--- src/rtl/pipe_ctrl_pkg.sv ---
// Shared types and default constants for the pipeline hazard/stall controller.
package pipe_ctrl_pkg;

  // Controller states: normal flow, waiting on data memory, terminal halt.
  typedef enum logic [1:0] {
    ST_RUN      = 2'd0,
    ST_MEM_WAIT = 2'd1,
    ST_HALT     = 2'd2
  } state_e;

  // Maximum number of data-memory wait cycles before an error halt.
  localparam int TIMEOUT_DEFAULT = 255;

  // Width of the saturating stall counter.
  localparam int CNT_W_DEFAULT = 16;

endpackage

--- src/rtl/pipe_ctrl_hazard_detect.sv ---
// Load-use hazard compare: the EX load writes a register that the ID
// instruction is about to read. Register 0 is hardwired and never hazards.
module hazard_detect (
  input  logic       load_ex_i,
  input  logic [4:0] rw_ex_i,
  input  logic [4:0] ra1_id_i,
  input  logic [4:0] ra2_id_i,
  input  logic       use_ra1_id_i,
  input  logic       use_ra2_id_i,
  output logic       hazard_o
);

  logic match1;
  logic match2;

  // Per-operand match, then qualify with the load and a non-zero destination.
  always_comb begin
    match1   = use_ra1_id_i && (ra1_id_i == rw_ex_i);
    match2   = use_ra2_id_i && (ra2_id_i == rw_ex_i);
    hazard_o = load_ex_i && (rw_ex_i != 5'd0) && (match1 || match2);
  end

endmodule

--- src/rtl/pipe_ctrl.sv ---
// Pipeline controller: produces stage-register enables and flushes with
// priority HALT > memory stall > branch > load-use, tracks data-memory wait
// time with a timeout into HALT, and counts stalled cycles (saturating).
//
// Handshake: the MEM-stage access is outstanding while mem_req=1; the memory
// completes it in any cycle where mem_ready=1. A cycle with mem_req=1 and
// mem_ready=0 freezes the whole pipeline; the completing cycle itself runs
// normally (no extra bubble).
module pipe_ctrl
  import pipe_ctrl_pkg::*;
#(
  parameter int TIMEOUT = TIMEOUT_DEFAULT,
  parameter int CNT_W   = CNT_W_DEFAULT
) (
  input  logic             clock,
  input  logic             reset,
  input  logic             load_ex,
  input  logic [4:0]       rw_ex,
  input  logic [4:0]       ra1_id,
  input  logic [4:0]       ra2_id,
  input  logic             use_ra1_id,
  input  logic             use_ra2_id,
  input  logic             branch_taken_ex,
  input  logic             mem_req,
  input  logic             mem_ready,
  input  logic             halt_req,
  output logic             en_pc,
  output logic             en_if_id,
  output logic             en_id_ex,
  output logic             en_ex_mem,
  output logic             en_mem_wb,
  output logic             flush_if_id,
  output logic             flush_id_ex,
  output logic             halted,
  output logic             mem_err,
  output logic [CNT_W-1:0] stall_count,
  output state_e           dbg_state_o
);

  // Wait counter only needs to reach TIMEOUT-1.
  localparam int WAIT_W = (TIMEOUT > 2) ? $clog2(TIMEOUT) : 1;
  localparam logic [WAIT_W-1:0] WAIT_LAST = WAIT_W'(TIMEOUT - 1);
  localparam logic [CNT_W-1:0]  STALL_MAX = {CNT_W{1'b1}};

  state_e             state_q, state_d;
  logic [WAIT_W-1:0]  wait_q, wait_d;
  logic               mem_err_q, mem_err_d;
  logic [CNT_W-1:0]   stall_q, stall_d;

  logic hazard;
  logic mem_stall;

  hazard_detect u_hazard (
    .load_ex_i    (load_ex),
    .rw_ex_i      (rw_ex),
    .ra1_id_i     (ra1_id),
    .ra2_id_i     (ra2_id),
    .use_ra1_id_i (use_ra1_id),
    .use_ra2_id_i (use_ra2_id),
    .hazard_o     (hazard)
  );

  // Next-state, wait counter and output muxing, in priority order.
  always_comb begin
    state_d     = state_q;
    wait_d      = wait_q;
    mem_err_d   = mem_err_q;
    en_pc       = 1'b1;
    en_if_id    = 1'b1;
    en_id_ex    = 1'b1;
    en_ex_mem   = 1'b1;
    en_mem_wb   = 1'b1;
    flush_if_id = 1'b0;
    flush_id_ex = 1'b0;
    mem_stall   = (state_q != ST_HALT) && mem_req && !mem_ready;

    if (state_q == ST_HALT) begin
      en_pc     = 1'b0;
      en_if_id  = 1'b0;
      en_id_ex  = 1'b0;
      en_ex_mem = 1'b0;
      en_mem_wb = 1'b0;
    end else if (mem_stall) begin
      en_pc     = 1'b0;
      en_if_id  = 1'b0;
      en_id_ex  = 1'b0;
      en_ex_mem = 1'b0;
      en_mem_wb = 1'b0;
      if (state_q == ST_RUN) begin
        state_d = ST_MEM_WAIT;
        wait_d  = '0;
      end else if (wait_q == WAIT_LAST) begin
        state_d   = ST_HALT;
        mem_err_d = 1'b1;
      end else begin
        wait_d = wait_q + 1'b1;
      end
    end else begin
      // RUN, or the MEM_WAIT cycle where the memory completes.
      if (branch_taken_ex) begin
        flush_if_id = 1'b1;
        flush_id_ex = 1'b1;
      end else if (hazard) begin
        en_pc       = 1'b0;
        en_if_id    = 1'b0;
        flush_id_ex = 1'b1;
      end
      state_d = halt_req ? ST_HALT : ST_RUN;
    end

    stall_d = stall_q;
    if (!en_pc && (stall_q != STALL_MAX)) begin
      stall_d = stall_q + 1'b1;
    end
  end

  // State and counter registers with asynchronous active-low reset.
  always_ff @(posedge clock or negedge reset) begin
    if (!reset) begin
      state_q   <= ST_RUN;
      wait_q    <= '0;
      mem_err_q <= 1'b0;
      stall_q   <= '0;
    end else begin
      state_q   <= state_d;
      wait_q    <= wait_d;
      mem_err_q <= mem_err_d;
      stall_q   <= stall_d;
    end
  end

  assign halted      = (state_q == ST_HALT);
  assign mem_err     = mem_err_q;
  assign stall_count = stall_q;
  assign dbg_state_o = state_q;

endmodule

--- config.mk ---
export PLATFORM = sky130hd
export DESIGN_NAME = pipe_ctrl
export DESIGN_NICKNAME = d
export VERILOG_FILES = /design/src/rtl/pipe_ctrl_pkg.sv /design/src/rtl/pipe_ctrl_hazard_detect.sv /design/src/rtl/pipe_ctrl.sv
export SDC_FILE = /design/constraint.sdc
export NUM_CORES = 1
export LEC_CHECK = 0
export BUFFER_PORTS_ARGS = -buffer_cell sky130_fd_sc_hd__clkbuf_2
export CAP_MARGIN = 30
export CORE_ASPECT_RATIO = 2
export CORE_UTILIZATION = 30
export DETAILED_ROUTE_END_ITERATION = 16
export GPL_TIMING_DRIVEN = 0
export PLACE_DENSITY_LB_ADDON = 0.12
export SLEW_MARGIN = 20
export SYNTH_ARGS = -nofsm -noshare
export SYNTH_HDL_FRONTEND = slang
export SYNTH_SLANG_ARGS = --single-unit
--- constraint.sdc ---
create_clock -name clock -period 2.7 [get_ports clock]
set_input_delay 0.54 -clock clock [delete_from_list [all_inputs] [get_ports clock]]
set_output_delay 0.54 -clock clock [all_outputs]
set_load 0.02 [all_outputs]
==> flow_metrics.py, run 1 <==
metrics = {
    "setup_path": {
        "ff2ff_setup_slack_ps": 750,
        "path_cells": "clkbuf_2 > or4_1 > o21ai_1 > nor2_1 > a21boi_4 > buf_6 > buf_4 > clkbuf_2",
        "crit_fanout": 11,
        "r2r_cells": 8,
        "cp_slowest_cell": "or4_1",
        "required_ps": 2160,
        "max_stage_delay_ps": 530,
        "endpoint_kind": "output port",
        "cp.arrival_ps": 2030,
        "cp-start-kind": "primary input",
        "cp_common_cell": "clkbuf_2",
        "worstSetupPathType": "in -> out",
    },
    "cts": {
        "clkTransAtPathRegs_ps": 90,
        "cts_sinks": 27,
        "cts_buffers": 3,
        "cts_tree": "done",
        "postCtsSetupBuffers": 1,
        "cts_resized": 0,
        "cts-root-buf": "clkbuf_8",
        "cts_buffer_depth": 2,
        "htreeDepth": 1,
        "ctsHoldBuffers": 0,
        "insertion_delay_ps": 270,
    },
    "sta": {
        "fin_tns_setup_ps": 0,
        "fmax_ghz": 0.388,
        "skew_ps": 3.26,
        "maxSlewViolCount": 0,
        "hold_viol": 0,
        "fin_crit_sh_pct": 95.3,
        "rsz0062_at_grt": "false",
        "worst_slack_ps": 126,
        "finalCriticalPeriod_ps": 2570,
        "fin_hold_ws_ps": 296,
        "max_slew_margin_pct": 46.9,
        "worst_slew_pin_slew_ps": 791,
        "setup_viol": 0,
    },
    "pwr": {
        "powerDensity_mw_per_mm2": 590,
        "power_frac_comb_pct": 29.6,
        "peakVddDrop_mv": 0.527,
        "clkPwrFrac_pct": 20.1,
        "seq_power_share_pct": 50.3,
        "swShare_pct": 35.3,
        "p_switching_uw": 396,
        "p_leak_nw": 0.947,
        "p_int_uw": 727,
        "totalPowerFinal_mw": 1.12,
    },
    "placed_design": {
        "dpl_cell_area_mm2": 0.00185,
        "pre_cts_ws_ps": -53.2,
        "routabilityCongestion": 0.743,
        "hpwlAfterDp_um": 2770,
        "portBuffers": 50,
    },
    "detailed_routing": {
        "dr.pass1.iters": 4,
        "vias": 1336,
        "wirelength_um": 3490,
        "ant_nets": 0,
        "post_drt_wl_per_cell_um": 13.0,
        "drc": 0,
        "drt_first_iter_violations": 14,
        "vias_per_cell": 4.97,
    },
    "global_routing": {
        "antenna_found_initial": 0,
        "grt_pass1_wl_um": 5680,
        "met2_usage_pct": 27.1,
        "grt_overflow": 0,
        "met1_usage_pct": 14.2,
        "grt_pass1_vias": 1291,
        "grt_usage_pct": 14.1,
        "use_met3_pct": 2.36,
        "grt_start_max_net_pins": 28,
        "top_usage_layer": "met2",
    },
    "flow_run": {
        "maxCapViolCount": 0,
    },
    "yosys": {
        "ys_ff_latch": 27,
        "syn_area_mm2": 0.00153,
        "ys_warn_count": 0,
        "postSynthAreaPerCell_um2": 9.75,
        "ys_types": 36,
        "synthCells": 157,
        "ys_seq_area_share_pct": 44.2,
        "synth_nets": 184,
    },
    "finish": {
        "area_growth_pct": 24.4,
        "antenna_cells": 0,
        "fill_cells": 535,
        "multiInputGateArea_um2": 793,
        "fin_nets": 240,
        "final-seq-area_um2": 676,
        "drive_above_1_share_pct": 31.1,
        "design_area_mm2": 0.00190,
    },
    "floorplanning": {
        "die_x_um": 52.5,
        "die_h_um": 103,
        "initial_utilization_pct": 31.5,
        "ios": 51,
        "coreArea_mm2": 0.00486,
        "die-area_mm2": 0.00541,
        "rows": 36,
    },
    "outcome": {
        "outcome": "finished clean",
    },
    "worst_hold_path": {
        "min-delay-path-class": "in -> async",
    },
}
through the flow:
step                util, %  std cells
finish                 39.1        269
floorplan                 -        157
global placement       38.1        264
global route           39.1        269
detailed placement     38.1        264
CTS                    39.1        269
kinds of logic after synthesis:
family | Yosys count | synth area share [%]
flip-flops | 27 | 44.2
adder cells (fa/ha/maj) | 3 | 2.45
AO/OA/AOI/OAI | 15 | 6.79
XOR/XNOR | 28 | 16.0
multiplexers | 2 | 1.96
AND/OR/NAND/NOR | 73 | 24.6
buffers and inverters | 9 | 4.01
critical path: cells and delay by family:
| kind | cells | cell delay, ps |
|---|---|---|
| compound gates | 2 | 330 |
| buf+inv | 4 | 540 |
| simple gates | 2 | 620 |
metal layers:
metal / share of wire [%] / wire length (µm)
met2: 57 / 1980
met3: 4.4 / 152
met4: 1.6 / 55
met5: 0 / 0
met1: 37 / 1310
cell type report:
class	count	area share, %
inverters	3	0.591
clock buffers	4	2.37
well taps	57	3.75
repair buffers	51	13.5
flip-flops and latches	27	35.5
multi-input cells	121	41.7
plain buffers	6	2.63
flip-flops by register name, summed over array words and instances, names as in the netlist:
register and cells:
mem_err 1, wait_q 8, dbg_state_o 2, stall_count 16
final timing paths:
check                                            from                     endpoint
max reg2reg                stall_count[0]$_DFFE_PN0P_  stall_count[14]$_DFFE_PN0P_
max in group asynchronous                       reset        wait_q[7]$_DFFE_PN0P_
min                                             reset   dbg_state_o[1]$_DFFE_PN0P_
max                                          rw_ex[1]                        en_pc
min in group clock                mem_err$_DFFE_PN0P_          mem_err$_DFFE_PN0P_
min reg2reg                       mem_err$_DFFE_PN0P_          mem_err$_DFFE_PN0P_
power groups by stage:
| stage | Sequential, mW | Combinational, mW | Clock, mW |
|---|---|---|---|
| after floorplan | 0.640 | 0.138 | 0 |
| after global placement | 0.576 | 0.334 | 0 |
| after detailed placement | 0.574 | 0.336 | 0 |
| after CTS | 0.566 | 0.338 | 0.242 |
| after global routing | 0.579 | 0.366 | 0.255 |
| final | 0.565 | 0.333 | 0.225 |
cells in the mapped netlist:
master / n / area, µm²
dfrtp_1: 27 / 676
xor2_1: 17 / 149
nand2_1: 16 / 60.1
nor2_1: 12 / 45.0
xnor2_1: 11 / 96.3
nand3_1: 10 / 50.1
nor3_1: 9 / 45.0
nand4_1: 6 / 37.5
o21ai_0: 5 / 25.0
a21oi_1: 3 / 15.0
and3_1: 3 / 18.8
buf_4: 3 / 22.5
ha_1: 3 / 37.5
inv_1: 3 / 11.3
nand2b_1: 3 / 18.8
buf_6: 2 / 22.5
mux2_4: 2 / 30.0
nor4_1: 2 / 12.5
nor4b_1: 2 / 17.5
or3_1: 2 / 12.5
a21boi_4: 1 / 18.8
a22o_1: 1 / 8.76
a22oi_1: 1 / 7.51
and2_1: 1 / 6.26
and2b_1: 1 / 7.51
and4_4: 1 / 11.3
buf_2: 1 / 5.00
nor2_2: 1 / 6.26
nor2b_1: 1 / 6.26
nor3b_1: 1 / 7.51
o21a_1: 1 / 7.51
o21ai_1: 1 / 5.00
o22ai_1: 1 / 6.26
o311a_1: 1 / 10.0
or2_2: 1 / 6.26
or4_1: 1 / 7.51
cell usage in the layout (no fill, tap or decap), types with 2 or more instances in the layout:
| cell | instances |
|---|---|
| a21oi_1 | 3 |
| nor3_1 | 9 |
| o21ai_0 | 5 |
| nand4_1 | 6 |
| buf_6 | 2 |
| xor2_1 | 17 |
| inv_1 | 3 |
| or3_1 | 2 |
| nand3_1 | 10 |
| and3_1 | 3 |
| clkbuf_8 | 3 |
| dfrtp_1 | 27 |
| buf_4 | 4 |
| clkbuf_2 | 50 |
| nand2b_1 | 3 |
| ha_1 | 3 |
| nor4_1 | 2 |
| nand2_1 | 16 |
| nor2_1 | 12 |
| xnor2_1 | 11 |
| nor4b_1 | 2 |
| mux2_4 | 2 |
(Power assumes the default switching activity.)
==> run 2: changes to the inputs <==
==> constraint.sdc (replaced) <==
create_clock -name clock -period 3.26 [get_ports clock]
set_input_delay 0.652 -clock clock [delete_from_list [all_inputs] [get_ports clock]]
set_output_delay 0.652 -clock clock [all_outputs]
set_load 0.02 [all_outputs]
==> flow_metrics.py, run 2 (same netlist as run 1, synthesis figures left out) <==
metrics = {
    "outcome": {
        "outcome": "finished clean",
    },
    "finish": {
        "antenna_cells": 0,
        "layout_commonest_cell": "clkbuf_2",
        "final_cell_mix": "50 x clkbuf_2, 27 x dfrtp_1, 17 x xor2_1",
        "largest_reg_flops": 16,
        "design_area_mm2": 0.00190,
        "drive_above_1_share_pct": 30.8,
        "post-route-util_pct": 39.0,
        "fin_nets": 239,
        "area_growth_pct": 24.0,
    },
    "global_routing": {
        "grt_pass1_wl_um": 5640,
        "grt_start_max_net_pins": 28,
        "antenna_found_initial": 0,
        "grt_overflow": 0,
        "grt_pass1_vias": 1286,
        "grt_usage_pct": 14.0,
    },
    "setup_path": {
        "crit_fanout": 11,
        "critical_path.endpoint": "en_pc",
        "path_cells": "clkbuf_2 > or4_1 > o21ai_1 > nor2_1 > a21boi_4 > buf_6 > buf_4 > clkbuf_2",
        "r2r_cells": 8,
        "cp-start-kind": "primary input",
        "crit_start": "rw_ex[1]",
        "r2r_end": "stall_count[14]$_DFFE_PN0P_",
        "max_stage_delay_ps": 530,
        "ff2ff_setup_slack_ps": 1300,
        "endpoint_kind": "output port",
        "cp_slowest_cell": "or4_1",
        "worstSetupPathType": "in -> out",
        "cp_common_cell": "clkbuf_2",
        "cp.arrival_ps": 2300,
        "r2r_start": "stall_count[0]$_DFFE_PN0P_",
        "required_ps": 2610,
    },
    "sta": {
        "fin_tns_setup_ps": 0,
        "finalCriticalPeriod_ps": 2950,
        "hold_viol": 0,
        "maxSlewViolCount": 0,
        "rsz0062_at_grt": "false",
        "skew_ps": 2.68,
        "worst_slack_ps": 310,
        "fmax_ghz": 0.339,
        "fin_crit_sh_pct": 90.5,
        "max_slew_margin_pct": 46.5,
        "worst_slew_pin_slew_ps": 796,
        "setup_viol": 0,
    },
    "cts": {
        "insertion_delay_ps": 270,
        "cts-root-buf": "clkbuf_8",
        "cts_sinks": 27,
        "htreeDepth": 1,
        "clkTransAtPathRegs_ps": 90,
        "cts_tree": "done",
        "cts_buffer_depth": 2,
        "cts_resized": 0,
        "ctsHoldBuffers": 0,
        "cts_buffers": 3,
        "postCtsSetupBuffers": 0,
    },
    "floorplanning": {
        "ios": 51,
        "die-area_mm2": 0.00541,
        "initial_utilization_pct": 31.5,
        "rows": 36,
        "coreArea_mm2": 0.00486,
        "die_x_um": 52.5,
        "die_h_um": 103,
    },
    "detailed_routing": {
        "post_drt_wl_per_cell_um": 13.0,
        "vias_per_cell": 4.96,
        "wirelength_um": 3480,
        "vias": 1330,
        "drt_first_iter_violations": 8,
        "ant_nets": 0,
        "drc": 0,
        "dr.pass1.iters": 4,
    },
    "pwr": {
        "totalPowerFinal_uw": 929,
        "peakVddDrop_mv": 0.436,
        "p_leak_nw": 0.942,
        "powerDensity_mw_per_mm2": 490,
    },
    "worst_hold_path": {
        "min-delay-path-class": "in -> async",
    },
    "placed_design": {
        "pre_cts_ws_ps": 283,
        "routabilityCongestion": 0.743,
        "portBuffers": 50,
        "dpl_cell_area_mm2": 0.00185,
        "hpwlAfterDp_um": 2770,
    },
    "flow_run": {
        "maxCapViolCount": 0,
    },
}
==> run 2: changes by cell type in the layout (fill, tap and decap cells not counted) <==
cell / before / now
buf_4: 4 / 3
==> run 2: final cells by class <==
| class | instances | area (µm²) |
|---|---|---|
| fillers | 535 | 2970 |
| multi-input cells | 121 | 793 |
| flip-flops and latches | 27 | 676 |
| repair buffers | 50 | 250 |
| well taps | 57 | 71.3 |
| plain buffers | 6 | 50.0 |
| clock buffers | 4 | 45.0 |
| inverters | 3 | 11.3 |
==> run 2: worst max-delay path: cells and delay by family <==
kind	cells	cell delay, ps
simple gates	2	620
buf+inv	4	570
compound gates	2	450
==> run 2: power breakdown <==
part | total (mW) | internal, mW | switching [mW]
Sequential | 0.467 | 0.394 | 0.0736
Clock | 0.186 | 0.0874 | 0.0986
Combinational | 0.276 | 0.121 | 0.155
Total | 0.929 | 0.602 | 0.327
==> run 2: stage by stage <==
stage,instances,hold WS [ps]
after floorplan,157,356
after global placement,264,452
after detailed placement,264,453
after CTS,268,431
after global routing,268,467
final,268,408
==> run 2: metal layers <==
metal / vias up / part of all wire, % / global-route usage [%] / wire, µm
met2: 37 / 57 / 26.9 / 1980
met4: 0 / 1.5 / 5.47 / 51
met3: 4 / 4.3 / 2.36 / 149
li1: 648 / - / - / -
met5: - / 0 / 0 / 0
met1: 641 / 37 / 14.1 / 1310
==> run 2: worst min-delay path by stage <==
stage,end,depth (start not counted),startpoint
global route,dbg_state_o[1]$_DFFE_PN0P_,1,reset
floorplan,dbg_state_o[0]$_DFFE_PN0P_,0,reset
global placement,mem_err$_DFFE_PN0P_,1,mem_err$_DFFE_PN0P_
detailed placement,mem_err$_DFFE_PN0P_,1,mem_err$_DFFE_PN0P_
CTS,mem_err$_DFFE_PN0P_,1,reset
finish,dbg_state_o[1]$_DFFE_PN0P_,1,reset
